`src/rtl/ram_arbiter_pkg.sv`:
```
`default_nettype none
// ============================================================================
// Module   : ram_arbiter_pkg
// Purpose  : Shared helpers for the RAM arbiter: host-ID / pointer / counter
//            width functions and the round-robin successor function.
// Ports    : none (package)
// Revision : 1.0 - initial release
// ============================================================================
package ram_arbiter_pkg;

   // Width of a host index; a single bit is kept even for degenerate counts.
   function automatic int unsigned id_width(input int unsigned n_hosts);
      return (n_hosts <= 2) ? 1 : $clog2(n_hosts);
   endfunction

   // Width of a read/write pointer into a FIFO of the given depth.
   function automatic int unsigned ptr_width(input int unsigned depth);
      return (depth <= 2) ? 1 : $clog2(depth);
   endfunction

   // Width of an occupancy counter that must be able to hold 'depth'.
   function automatic int unsigned cnt_width(input int unsigned depth);
      return $clog2(depth + 1);
   endfunction

   // Next host index after idx, wrapping at n_hosts.
   function automatic int unsigned rr_next(input int unsigned idx,
                                           input int unsigned n_hosts);
      return (idx + 1 >= n_hosts) ? 0 : idx + 1;
   endfunction

endpackage : ram_arbiter_pkg
`default_nettype wire

```
`src/rtl/ram_arbiter_id_fifo.sv`:
```
`default_nettype none
// ============================================================================
// Module   : ram_arbiter_id_fifo
// Purpose  : In-order FIFO of granted host IDs. The head tells the arbiter
//            which host owns the next device response.
// Ports    : clk_i, rst_i      clock, synchronous active-high reset
//            push_i, wdata_i   enqueue an ID
//            pop_i, rdata_o    dequeue; rdata_o is the current head
//            empty_o, full_o   occupancy flags
//            count_o           number of stored IDs (0..Depth)
// Revision : 1.0 - initial release
// ============================================================================
module ram_arbiter_id_fifo
   import ram_arbiter_pkg::*;
#(
   parameter int unsigned Depth   = 2,
   parameter int unsigned IdWidth = 1
) (
   input  logic                       clk_i,
   input  logic                       rst_i,
   input  logic                       push_i,
   input  logic                       pop_i,
   input  logic [IdWidth-1:0]         wdata_i,
   output logic [IdWidth-1:0]         rdata_o,
   output logic                       empty_o,
   output logic                       full_o,
   output logic [$clog2(Depth+1)-1:0] count_o
);

   localparam int unsigned PtrW = ptr_width(Depth);
   localparam int unsigned CntW = cnt_width(Depth);
   localparam logic [PtrW-1:0] LastPtr  = PtrW'(Depth - 1);
   localparam logic [PtrW-1:0] PtrOne   = PtrW'(1);
   localparam logic [CntW-1:0] CntOne   = CntW'(1);
   localparam logic [CntW-1:0] DepthCnt = CntW'(Depth);

   logic [IdWidth-1:0] mem_q [Depth];
   logic [PtrW-1:0]    wptr_q, wptr_d;
   logic [PtrW-1:0]    rptr_q, rptr_d;
   logic [CntW-1:0]    count_q, count_d;
   logic               do_push, do_pop;

   assign empty_o = (count_q == '0);
   assign full_o  = (count_q == DepthCnt);
   assign rdata_o = mem_q[rptr_q];
   assign count_o = count_q;

   // A push into a full FIFO is legal only when the head leaves this cycle.
   assign do_pop  = pop_i && !empty_o;
   assign do_push = push_i && (!full_o || do_pop);

   always_comb begin
      wptr_d  = wptr_q;
      rptr_d  = rptr_q;
      count_d = count_q;
      if (do_push) wptr_d = (wptr_q == LastPtr) ? '0 : wptr_q + PtrOne;
      if (do_pop)  rptr_d = (rptr_q == LastPtr) ? '0 : rptr_q + PtrOne;
      if (do_push && !do_pop)      count_d = count_q + CntOne;
      else if (!do_push && do_pop) count_d = count_q - CntOne;
   end

   always_ff @(posedge clk_i) begin
      if (rst_i) begin
         wptr_q  <= '0;
         rptr_q  <= '0;
         count_q <= '0;
         for (int unsigned i = 0; i < Depth; i++) mem_q[i] <= '0;
      end else begin
         wptr_q  <= wptr_d;
         rptr_q  <= rptr_d;
         count_q <= count_d;
         if (do_push) mem_q[wptr_q] <= wdata_i;
      end
   end

endmodule : ram_arbiter_id_fifo
`default_nettype wire

```
`src/rtl/ram_arbiter.sv`:
```
`default_nettype none
// ============================================================================
// Module   : ram_arbiter
// Purpose  : Round-robin arbiter sharing one single-port RAM port between
//            NrHosts OBI-style data hosts. At most one grant per cycle; the
//            granted host ID is tracked in order so every device response is
//            routed back to its issuer.
// Ports    : clk_i, rst_i            clock, synchronous active-high reset
//            host_*_i / host_*_o     per-host request / grant / response
//            device_*_o / device_*_i muxed RAM request, in-order response
//            outstanding_o           in-flight request count
//            orphan_rsp_o            response seen with nothing in flight
// Revision : 1.0 - initial release
// ============================================================================
module ram_arbiter
   import ram_arbiter_pkg::*;
#(
   parameter int unsigned NrHosts        = 2,
   parameter int unsigned DataWidth      = 32,
   parameter int unsigned AddressWidth   = 32,
   parameter int unsigned MaxOutstanding = 2
) (
   input  logic                                     clk_i,
   input  logic                                     rst_i,
   input  logic [NrHosts-1:0]                       host_req_i,
   output logic [NrHosts-1:0]                       host_gnt_o,
   input  logic [NrHosts-1:0][AddressWidth-1:0]     host_addr_i,
   input  logic [NrHosts-1:0]                       host_we_i,
   input  logic [NrHosts-1:0][DataWidth/8-1:0]      host_be_i,
   input  logic [NrHosts-1:0][DataWidth-1:0]        host_wdata_i,
   output logic [NrHosts-1:0]                       host_rvalid_o,
   output logic [NrHosts-1:0][DataWidth-1:0]        host_rdata_o,
   output logic [NrHosts-1:0]                       host_err_o,
   output logic                                     device_req_o,
   output logic [AddressWidth-1:0]                  device_addr_o,
   output logic                                     device_we_o,
   output logic [DataWidth/8-1:0]                   device_be_o,
   output logic [DataWidth-1:0]                     device_wdata_o,
   input  logic                                     device_rvalid_i,
   input  logic [DataWidth-1:0]                     device_rdata_i,
   input  logic                                     device_err_i,
   output logic [$clog2(MaxOutstanding+1)-1:0]      outstanding_o,
   output logic                                     orphan_rsp_o
);

   localparam int unsigned IdW  = id_width(NrHosts);
   localparam int unsigned CntW = cnt_width(MaxOutstanding);
   localparam logic [CntW-1:0] MaxCnt = CntW'(MaxOutstanding);

   logic [IdW-1:0]  ptr_q, ptr_d;
   logic [IdW-1:0]  sel_idx;
   logic [IdW-1:0]  head_id;
   logic            any_req, can_issue, grant;
   logic            fifo_empty, fifo_full, fifo_pop;
   logic [CntW-1:0] count;

   // Scan hosts starting at the priority pointer; first requester wins.
   always_comb begin
      logic [IdW-1:0] cand;
      sel_idx = '0;
      any_req = 1'b0;
      cand    = ptr_q;
      for (int unsigned i = 0; i < NrHosts; i++) begin
         if (!any_req && host_req_i[cand]) begin
            sel_idx = cand;
            any_req = 1'b1;
         end
         cand = IdW'(rr_next(32'(cand), NrHosts));
      end
   end

   // A response this cycle frees a FIFO slot, so a full FIFO may still issue.
   assign can_issue = !fifo_full || device_rvalid_i;
   assign grant     = any_req && can_issue && !rst_i;
   assign ptr_d     = grant ? IdW'(rr_next(32'(sel_idx), NrHosts)) : ptr_q;

   always_ff @(posedge clk_i) begin
      if (rst_i) ptr_q <= '0;
      else       ptr_q <= ptr_d;
   end

   always_comb begin
      host_gnt_o     = '0;
      device_req_o   = grant;
      device_addr_o  = '0;
      device_we_o    = 1'b0;
      device_be_o    = '0;
      device_wdata_o = '0;
      if (grant) begin
         host_gnt_o[sel_idx] = 1'b1;
         device_addr_o       = host_addr_i[sel_idx];
         device_we_o         = host_we_i[sel_idx];
         device_be_o         = host_be_i[sel_idx];
         device_wdata_o      = host_wdata_i[sel_idx];
      end
   end

   assign fifo_pop = device_rvalid_i && !fifo_empty && !rst_i;

   ram_arbiter_id_fifo #(
      .Depth   (MaxOutstanding),
      .IdWidth (IdW)
   ) u_id_fifo (
      .clk_i   (clk_i),
      .rst_i   (rst_i),
      .push_i  (grant),
      .pop_i   (fifo_pop),
      .wdata_i (sel_idx),
      .rdata_o (head_id),
      .empty_o (fifo_empty),
      .full_o  (fifo_full),
      .count_o (count)
   );

   // Responses go only to the host at the FIFO head.
   always_comb begin
      host_rvalid_o = '0;
      host_err_o    = '0;
      if (fifo_pop) begin
         host_rvalid_o[head_id] = 1'b1;
         host_err_o[head_id]    = device_err_i;
      end
   end

   for (genvar h = 0; h < NrHosts; h++) begin : g_rdata
      assign host_rdata_o[h] = device_rdata_i;
   end

   // Includes late responses to requests discarded by a reset.
   assign orphan_rsp_o  = device_rvalid_i && fifo_empty && !rst_i;
   assign outstanding_o = count;

`ifndef SYNTHESIS
   a_count_bound : assert property (@(posedge clk_i) disable iff (rst_i)
                                    count <= MaxCnt);
`endif

endmodule : ram_arbiter
`default_nettype wire

```
`config.mk`:
```
export PLATFORM = sky130hd
export DESIGN_NAME = ram_arbiter
export DESIGN_NICKNAME = d
export VERILOG_FILES = /design/src/rtl/ram_arbiter_pkg.sv /design/src/rtl/ram_arbiter_id_fifo.sv /design/src/rtl/ram_arbiter.sv
export SDC_FILE = /design/constraint.sdc
export NUM_CORES = 1
export LEC_CHECK = 0
export ABC_AREA = 0
export BUFFER_PORTS_ARGS = -buffer_cell sky130_fd_sc_hd__buf_4
export CORE_AREA = 4 4 121 123
export DETAILED_ROUTE_END_ITERATION = 16
export DIE_AREA = 0 0 125 127
export PLACE_DENSITY = 0.52
export SYNTH_ARGS = -nofsm -noshare
export SYNTH_HDL_FRONTEND = slang
export SYNTH_SLANG_ARGS = --single-unit
```
`constraint.sdc`:
```
create_clock -name clk_i -period 2.93 [get_ports clk_i]
set_input_delay 0.293 -clock clk_i [delete_from_list [all_inputs] [get_ports clk_i]]
set_output_delay 0.293 -clock clk_i [all_outputs]
set_load 0.005 [all_outputs]
```
==> reports/results.tsv, run 1 <==
stage	metric	value	unit
cts	Clock Latency Late Sink	0.23	ns
detailed_routing	Total Routed Length	11.5	mm
setup_path	CP endpoint kind	output pin	
detailed_routing	routed vias	3388	
detailed_routing	routed vias/inst	5.03	
global_routing	grt met3 use	0.0435	
sta	Final Hold Viols	0	
yosys	Post-Synth Simple-Gate Area	0.179	
detailed_routing	initial drt markers	140	
sta	Period minus WS final	2.55	ns
global_routing	grt total ovfl	0	
final_layout	layout cell share with drive strength beyond 1	0.497	
final_layout	FF+latch area	181	µm²
global_routing	first-pass GRT wire length	17.8	mm
setup_path	Critical Path Source Type	flop	
detailed_routing	Wirelength per Cell	17.1	µm
detailed_routing	first-pass iteration count of the detailed router	5	
detailed_routing	Post-DRT Antenna Nets	0	
yosys	syn nets	552	
yosys	synthesized area	0.00248	mm²
floorplan	initial cell density of the core	0.182	
setup_path	worst path required time	2.64	ns
yosys	Yosys warnings	0	
yosys	Yosys cell types	30	
final_layout	fill cell count	1552	
cts	total CTS buffers	3	
yosys	Syn Area/Cell	6.63	µm²
global_routing	initial antenna violation count	0	
sta	clock skew	0.00375	ns
cts	Post-CTS Resized	0	
global_routing	met2 Use GR	0.226	
global_routing	largest net degree at the start of global routing	73	
floorplan	Core Area	0.0137	mm²
sta	Max Freq	393	MHz
power_and_ir_drop	Power Density	291	mW/mm²
cts	clk slew on worst S/H paths	0.03	ns
yosys	adder-cell share of the synthesized area	0.00504	
yosys	#FFs+latches synth	8	
setup_path	reg2reg path depth	6	
worst_hold_path	type of the worst min-delay path	input pin to flop	
run	max-cap violation count	0	
sta	period utilization	0.869	
final_layout	Layout Nets	671	
power_and_ir_drop	static leakage	1.62	nW
global_routing	Total GRT Usage	0.132	
floorplan	num rows	43	
yosys	main combinational cell family by area after synthesis	compound AO/OA/AOI/OAI gates	
yosys	complex-gate fraction of the synthesized area	0.421	
setup_path	Crit Path Category	flop to output pin	
setup_path	crit-path max FO	40	
cts	root buf cell	clkbuf_16	
cts	htree depth	1	
global_routing	GR peak layer	met2	
cts	CTS Buffer Depth	2	
worst_hold_path	WHS Path Cells	2	
cts	TritonCTS clock tree	built	
detailed_routing	drt drc	0	
setup_path	CP Data Arrival Time	2.25	ns
final_layout	# diodes	0	
cts	CTS hold repair buffers	0	
sta	Final TNS setup	0	ns
floorplan	Die Y-Extent	127	µm
floorplan	die area	0.0159	mm²
placed_design	detailed placement HPWL	8.64	mm
cts	CTS sink count	8	
sta	Final Setup Violations	0	
sta	RSZ-0062 raised after global routing	no	
floorplan	I/O pins	319	
placed_design	gpl congestion	0.853	
sta	max_slew headroom	0.518	
placed_design	Buffers on Ports	222	
final_layout	Multi-input gate area	0.00153	mm²
sta	Worst-Margin Slew	0.723	ns
global_routing	vias in the first global route	3461	
yosys	post-synthesis mux area share	0.00403	
cts	buffer count from post-CTS setup fixing	0	
yosys	xor-xnor portion of the synthesized cell area	0.00705	
final_layout	synthesis-to-layout area growth	53.1	%
yosys	register area share after synthesis	0.0725	
yosys	cell count after synthesis	375	
outcome	run status	finished, final reports clean	
floorplan	Die W	125	µm
global_routing	M1 GR Usage	0.150	
power_and_ir_drop	total power	0.00111	W
power_and_ir_drop	peak supply drop	0.185	mV
sta	Max Slew Vio Count	0	
layout make-up:
type	instances	share of cell area
Inverter	4	0.00395
Clock buffer	4	0.0207
Multi-Input combinational cell	243	0.403
Sequential cell	8	0.0477
Tap cell	180	0.0592
Timing Repair Buffer	234	0.465
cells in the mapped netlist, drive strengths merged:
| cell type | instances | area [µm²] |
|---|---|---|
| dfxtp | 6 | 120 |
| xor2 | 2 | 17.5 |
| clkbuf | 30 | 113 |
| nand2b | 2 | 12.5 |
| or3 | 2 | 12.5 |
| mux2i | 1 | 10.0 |
| or3b | 1 | 8.76 |
| ha | 1 | 12.5 |
| nand3 | 69 | 345 |
| a211o | 1 | 8.76 |
| o21ai | 4 | 20.0 |
| nor3b | 1 | 7.51 |
| inv | 4 | 15.0 |
| buf | 90 | 647 |
| edfxtp | 2 | 60.1 |
| o21a | 1 | 7.51 |
| o21ba | 1 | 10.0 |
| a21oi | 4 | 20.0 |
| and2 | 2 | 12.5 |
| or2 | 1 | 6.26 |
| nor3 | 4 | 20.0 |
| nor2 | 4 | 15.0 |
| o22ai | 69 | 432 |
| o211ai | 69 | 518 |
| nand2 | 1 | 3.75 |
| a311oi | 1 | 15.0 |
| a21o | 2 | 15.0 |
through the flow:
step	util	instances	setup slack (ns)	hold WS (ns)	instance area, µm²
3_5_place_dp	0.273	669	0.608	0.502	3720
3_3_place_gp	0.273	669	0.635	0.493	3720
5_1_grt	0.278	673	0.237	0.328	3800
2_1_floorplan	-	375	1.02	0.468	2480
4_1_cts	0.278	673	0.358	0.314	3800
6_report	0.278	673	0.385	0.317	3800
report_power, final:
group / switching (W) / total, W / internal (W) / leakage (nW)
Clock: 0.0000504 / 0.000231 / 0.000181 / 0.0382
Sequential: 0.0000165 / 0.000149 / 0.000133 / 0.0709
Combinational: 0.000354 / 0.000727 / 0.000374 / 1.51
Total: 0.000420 / 0.00111 / 0.000687 / 1.62
path summary, 6_finish.rpt:
path                        startpoint                   end  slack (ns)
setup reg to reg  u_id_fifo.count_o[1]  u_id_fifo.count_o[1]        0.84
setup / recovery  u_id_fifo.count_o[1]     device_addr_o[26]        0.38
hold / removal                   rst_i                 ptr_q        0.32
hold reg to reg       u_id_fifo.rptr_q                  flop        0.51
layout by cell type (no fill, tap or decap), types with 2 or more instances in the layout:
cell | netlist | layout
inv_1 | 3 | 3
or3_1 | 2 | 2
a21oi_1 | 4 | 4
o211ai_1 | 69 | 69
nor3_1 | 4 | 4
buf_4 | 71 | 233
a21o_1 | 2 | 2
and2_1 | 2 | 2
clkbuf_16 | 0 | 3
xor2_1 | 2 | 2
o22ai_1 | 69 | 69
edfxtp_1 | 2 | 2
nand3_1 | 69 | 69
o21ai_0 | 4 | 4
nor2_1 | 4 | 4
dfxtp_1 | 6 | 5
per-layer routing:
metal  up-vias  part of all wire
met3        45              0.10
li1       1618                 -
met1      1546              0.39
met2       179              0.47
met5         -                 0
met4         0             0.038
worst max-delay path, stage by stage (launching register included):
cell and delay [ns]:
dfxtp_1 0.38, or3b_2 0.50, buf_4 0.29, nand2b_2 0.13, buf_4 0.35, o22ai_1 0.19, buf_4 0.18
cell families after synthesis:
group | count (synthesis)
buf+inv | 124
compound gates | 152
xor+xnor | 2
fa+ha+maj | 1
simple gates | 87
mux | 1
flops | 8
No activity file was read; power rests on OpenSTA's default activity.
==> run 2, diff against run 1 <==
--- a/config.mk
+++ b/config.mk
@@ -7,10 +7,11 @@
 export LEC_CHECK = 0
 export ABC_AREA = 0
 export BUFFER_PORTS_ARGS = -buffer_cell sky130_fd_sc_hd__buf_4
-export CORE_AREA = 4 4 121 123
+export CORE_AREA = 4 4 122 124
 export DETAILED_ROUTE_END_ITERATION = 16
-export DIE_AREA = 0 0 125 127
-export PLACE_DENSITY = 0.52
+export DIE_AREA = 0 0 126 128
+export PLACE_DENSITY = 0.46
 export SYNTH_ARGS = -nofsm -noshare
 export SYNTH_HDL_FRONTEND = slang
+export SYNTH_HIERARCHICAL = 1
 export SYNTH_SLANG_ARGS = --single-unit
==> run 2 against run 1 <==
  * Worst hold slack gained 0.065 ns
  * Critical path depth increased by 1
  * Sequential power hardly changed
  * Utilization shrank 5.1 points
  * Power is 14% lower
  * Clock power hardly changed
==> reports/results.tsv, run 2 <==
stage	metric	value	unit	change
placed_design	gpl congestion	0.783		-8.2%
cts	buffer count from post-CTS setup fixing	0		unchanged
yosys	dominant cells by area after synthesis	a22o_1 35%, buf_4 28%, dfxtp_1 7.0%		
setup_path	worst r2r src	u_id_fifo/count_o[0]		
sta	RSZ-0062 raised after global routing	no		
global_routing	Total GRT Usage	0.0931		-0.0388
yosys	Yosys cell types	34		+13%
cts	Post-CTS Resized	0		unchanged
placed_design	placed cells	528		-21%
worst_hold_path	type of the worst min-delay path	input pin to flop		
power_and_ir_drop	Power Density	305	mW/mm²	+4.6%
cts	Clock Latency Late Sink	0.23	ns	about the same
yosys	most frequent cell after synthesis	a22o_1		
final_layout	synthesis-to-layout area growth	82.6	%	
sta	Final TNS setup	0	ns	unchanged
cts	htree depth	1		unchanged
yosys	cell count after synthesis	201		-46%
setup_path	reg2reg path depth	9		+3
detailed_routing	drt drc	0		unchanged
yosys	synthesized area	0.00172	mm²	-31%
floorplan	Die W	126	µm	+0.80%
cts	CTS sink count	8		unchanged
placed_design	detailed placement HPWL	7.45	mm	-14%
final_layout	layout cell share with drive strength beyond 1	0.682		+0.185
sta	period utilization	0.835		-0.0342
setup_path	crit-path max FO	39		-2.5%
yosys	Post-synth EDFFs	2		unchanged
sta	clock skew	0.00318	ns	-0.000565 ns
final_layout	Non-Filler Instances	533		-21%
cts	root buf cell	clkbuf_16		
detailed_routing	routed vias	2095		-38%
yosys	Syn Area/Cell	8.54	µm²	+29%
yosys	Async SR Flop Fraction	0		unchanged
power_and_ir_drop	peak supply drop	0.425	mV	+130%
floorplan	Die Y-Extent	128	µm	+0.79%
global_routing	first-pass GRT wire length	12.0	mm	-32%
setup_path	Critical Path Source Type	flop		
setup_path	worst path required time	2.64	ns	about the same
worst_hold_path	Hold Path Origin	rst_i		
sta	Period minus WS final	2.45	ns	-0.100 ns
cts	CTS Buffer Depth	2		unchanged
yosys	post-synthesis mux area share	0.0153		+0.0113
yosys	register area share after synthesis	0.105		+0.0324
final_layout	Layout Nets	530		-21%
floorplan	initial cell density of the core	0.125		-0.0572
run	max-cap violation count	0		unchanged
floorplan	Core Area	0.0138	mm²	+0.79%
detailed_routing	Post-DRT Antenna Nets	0		unchanged
yosys	Post-Synth Simple-Gate Area	0.0889		-0.0898
sta	max_slew headroom	0.703		+0.185
placed_design	Place WS	0.660	ns	+0.0518 ns
yosys	ys flop type	dfxtp_1		
yosys	top-area cell type share of the netlist area	0.352		+0.138
placed_design	Buffers on Ports	222		unchanged
floorplan	num rows	43		unchanged
setup_path	CP endpoint kind	output pin		
detailed_routing	Total Routed Length	8.53	mm	-26%
cts	total CTS buffers	3		unchanged
yosys	complex-gate fraction of the synthesized area	0.407		-0.0142
sta	Worst-Margin Slew	0.442	ns	-0.281 ns
floorplan	I/O pins	319		unchanged
setup_path	r2r setup slk	0.63	ns	-0.21 ns
global_routing	grt total ovfl	0		unchanged
setup_path	CP Data Arrival Time	2.15	ns	-0.10 ns
final_layout	Design Area, Final	0.00313	mm²	-18%
cts	CTS hold repair buffers	0		unchanged
detailed_routing	initial drt markers	55		-61%
detailed_routing	first-pass iteration count of the detailed router	4		-1
final_layout	commonest non-fill, non-tap cell in the layout	buf_4		
yosys	adder-cell share of the synthesized area	0.00729		+0.00225
placed_design	Placed Area	0.00305	mm²	-18%
yosys	most instantiated cells after synthesis	69 x a22o_1, 64 x buf_4, 8 x nor2_1, 7 x buf_2, 7 x buf_6		
worst_hold_path	WHS Path Cells	2		unchanged
yosys	post-synth top area cell	a22o_1		
yosys	syn nets	378		-32%
outcome	run status	finished, final reports clean		
setup_path	R2R Path End	u_id_fifo/count_o[1]		
yosys	Yosys warnings	6		+6
global_routing	largest net degree at the start of global routing	41		-44%
final_layout	most frequent cells in the layout	227 x buf_4, 69 x a22o_1, 8 x nor2_1		
yosys	main combinational cell family by area after synthesis	compound AO/OA/AOI/OAI gates		
sta	Max Freq	409	MHz	+4.1%
setup_path	Crit Path Category	flop to output pin		
detailed_routing	routed vias/inst	3.93		-22%
yosys	#FFs+latches synth	8		unchanged
sta	Final Setup Violations	0		unchanged
floorplan	die area	0.0161	mm²	+1.6%
sta	Max Slew Vio Count	0		unchanged
yosys	xor-xnor portion of the synthesized cell area	0.0153		+0.00826
global_routing	vias in the first global route	2121		-39%
cts	clk slew on worst S/H paths	0.04	ns	about the same
cts	TritonCTS clock tree	built		
sta	final worst slack	0.485	ns	+0.100 ns
global_routing	initial antenna violation count	1		+1
detailed_routing	Wirelength per Cell	16.0	µm	-6.7%
sta	Final Hold Viols	0		unchanged
power_and_ir_drop	static leakage	1.63	nW	+0.19%
[run 2: cell count changes after synthesis, moves of 3 or more]
cell / change
nand3_1: -69
a22o_1: +69
clkbuf_1: -29
o211ai_1: -69
o22ai_1: -69
buf_4: -7
buf_2: -9
nor2_1: +4
buf_6: +4
nor3_1: -3
[run 2: cell type report]
class	instances	area (µm²)
well taps	180	225
repair buffers	227	1700
flip-flops and latches	8	180
multi-input cells	108	925
clock buffers	4	78.8
diodes	1	2.50
fillers	1548	10600
inverters	5	18.8
[run 2: metal layers]
metal	share of wire	track usage	vias to the layer above
li1	-	-	990
met1	0.43	0.125	943
met2	0.44	0.146	140
met3	0.12	0.0350	20
met4	0.013	0.0151	2
met5	0.0015	0	-
[run 2: cell families (layout without fill, tap and decap cells)]
kind of cell | count (synthesis) | after routing
flops | 8 | 8
simple gates | 23 | 23
mux | 2 | 2
other cells | 0 | 1
buf+inv | 85 | 236
compound gates | 79 | 79
xor+xnor | 3 | 3
fa+ha+maj | 1 | 1
[run 2: where the power goes]
part / switching (W) / internal (W)
clock network: 0.0000506 / 0.000181
registers: 0.0000197 / 0.000132
logic: 0.000214 / 0.000357
total: 0.000285 / 0.000670
[run 2: worst max-delay path by stage]
stage                         start  cells past startpoint                   end  slack (ns)
3_5_place_dp   u_id_fifo/count_o[0]                      9  u_id_fifo/count_o[1]        0.66
2_1_floorplan  u_id_fifo/count_o[0]                      6  u_id_fifo/count_o[1]        0.76
6_report       u_id_fifo/count_o[0]                      7           device_we_o        0.48
4_1_cts        u_id_fifo/count_o[0]                      7      device_addr_o[4]        0.47
5_1_grt        u_id_fifo/count_o[0]                      7     device_addr_o[25]        0.35
3_3_place_gp   u_id_fifo/count_o[0]                      7      device_addr_o[4]        0.74
[run 2: stage by stage]
stage                     power (W)   util  hold slack (ns)
after detailed placement   0.000731  0.222            0.501
after floorplan            0.000465      -            0.472
final                      0.000955  0.228            0.383
after global placement     0.000725  0.222            0.492
after global routing        0.00102  0.227            0.390
after CTS                  0.000969  0.227            0.384
[run 2: critical path, stage by stage, from the launching register on]
cell       delay (ns)
dfxtp_1          0.43
nand2b_4         0.19
inv_1            0.05
nor2b_4          0.14
a2111oi_4        0.35
buf_4            0.43
a22o_1           0.21
buf_4            0.11
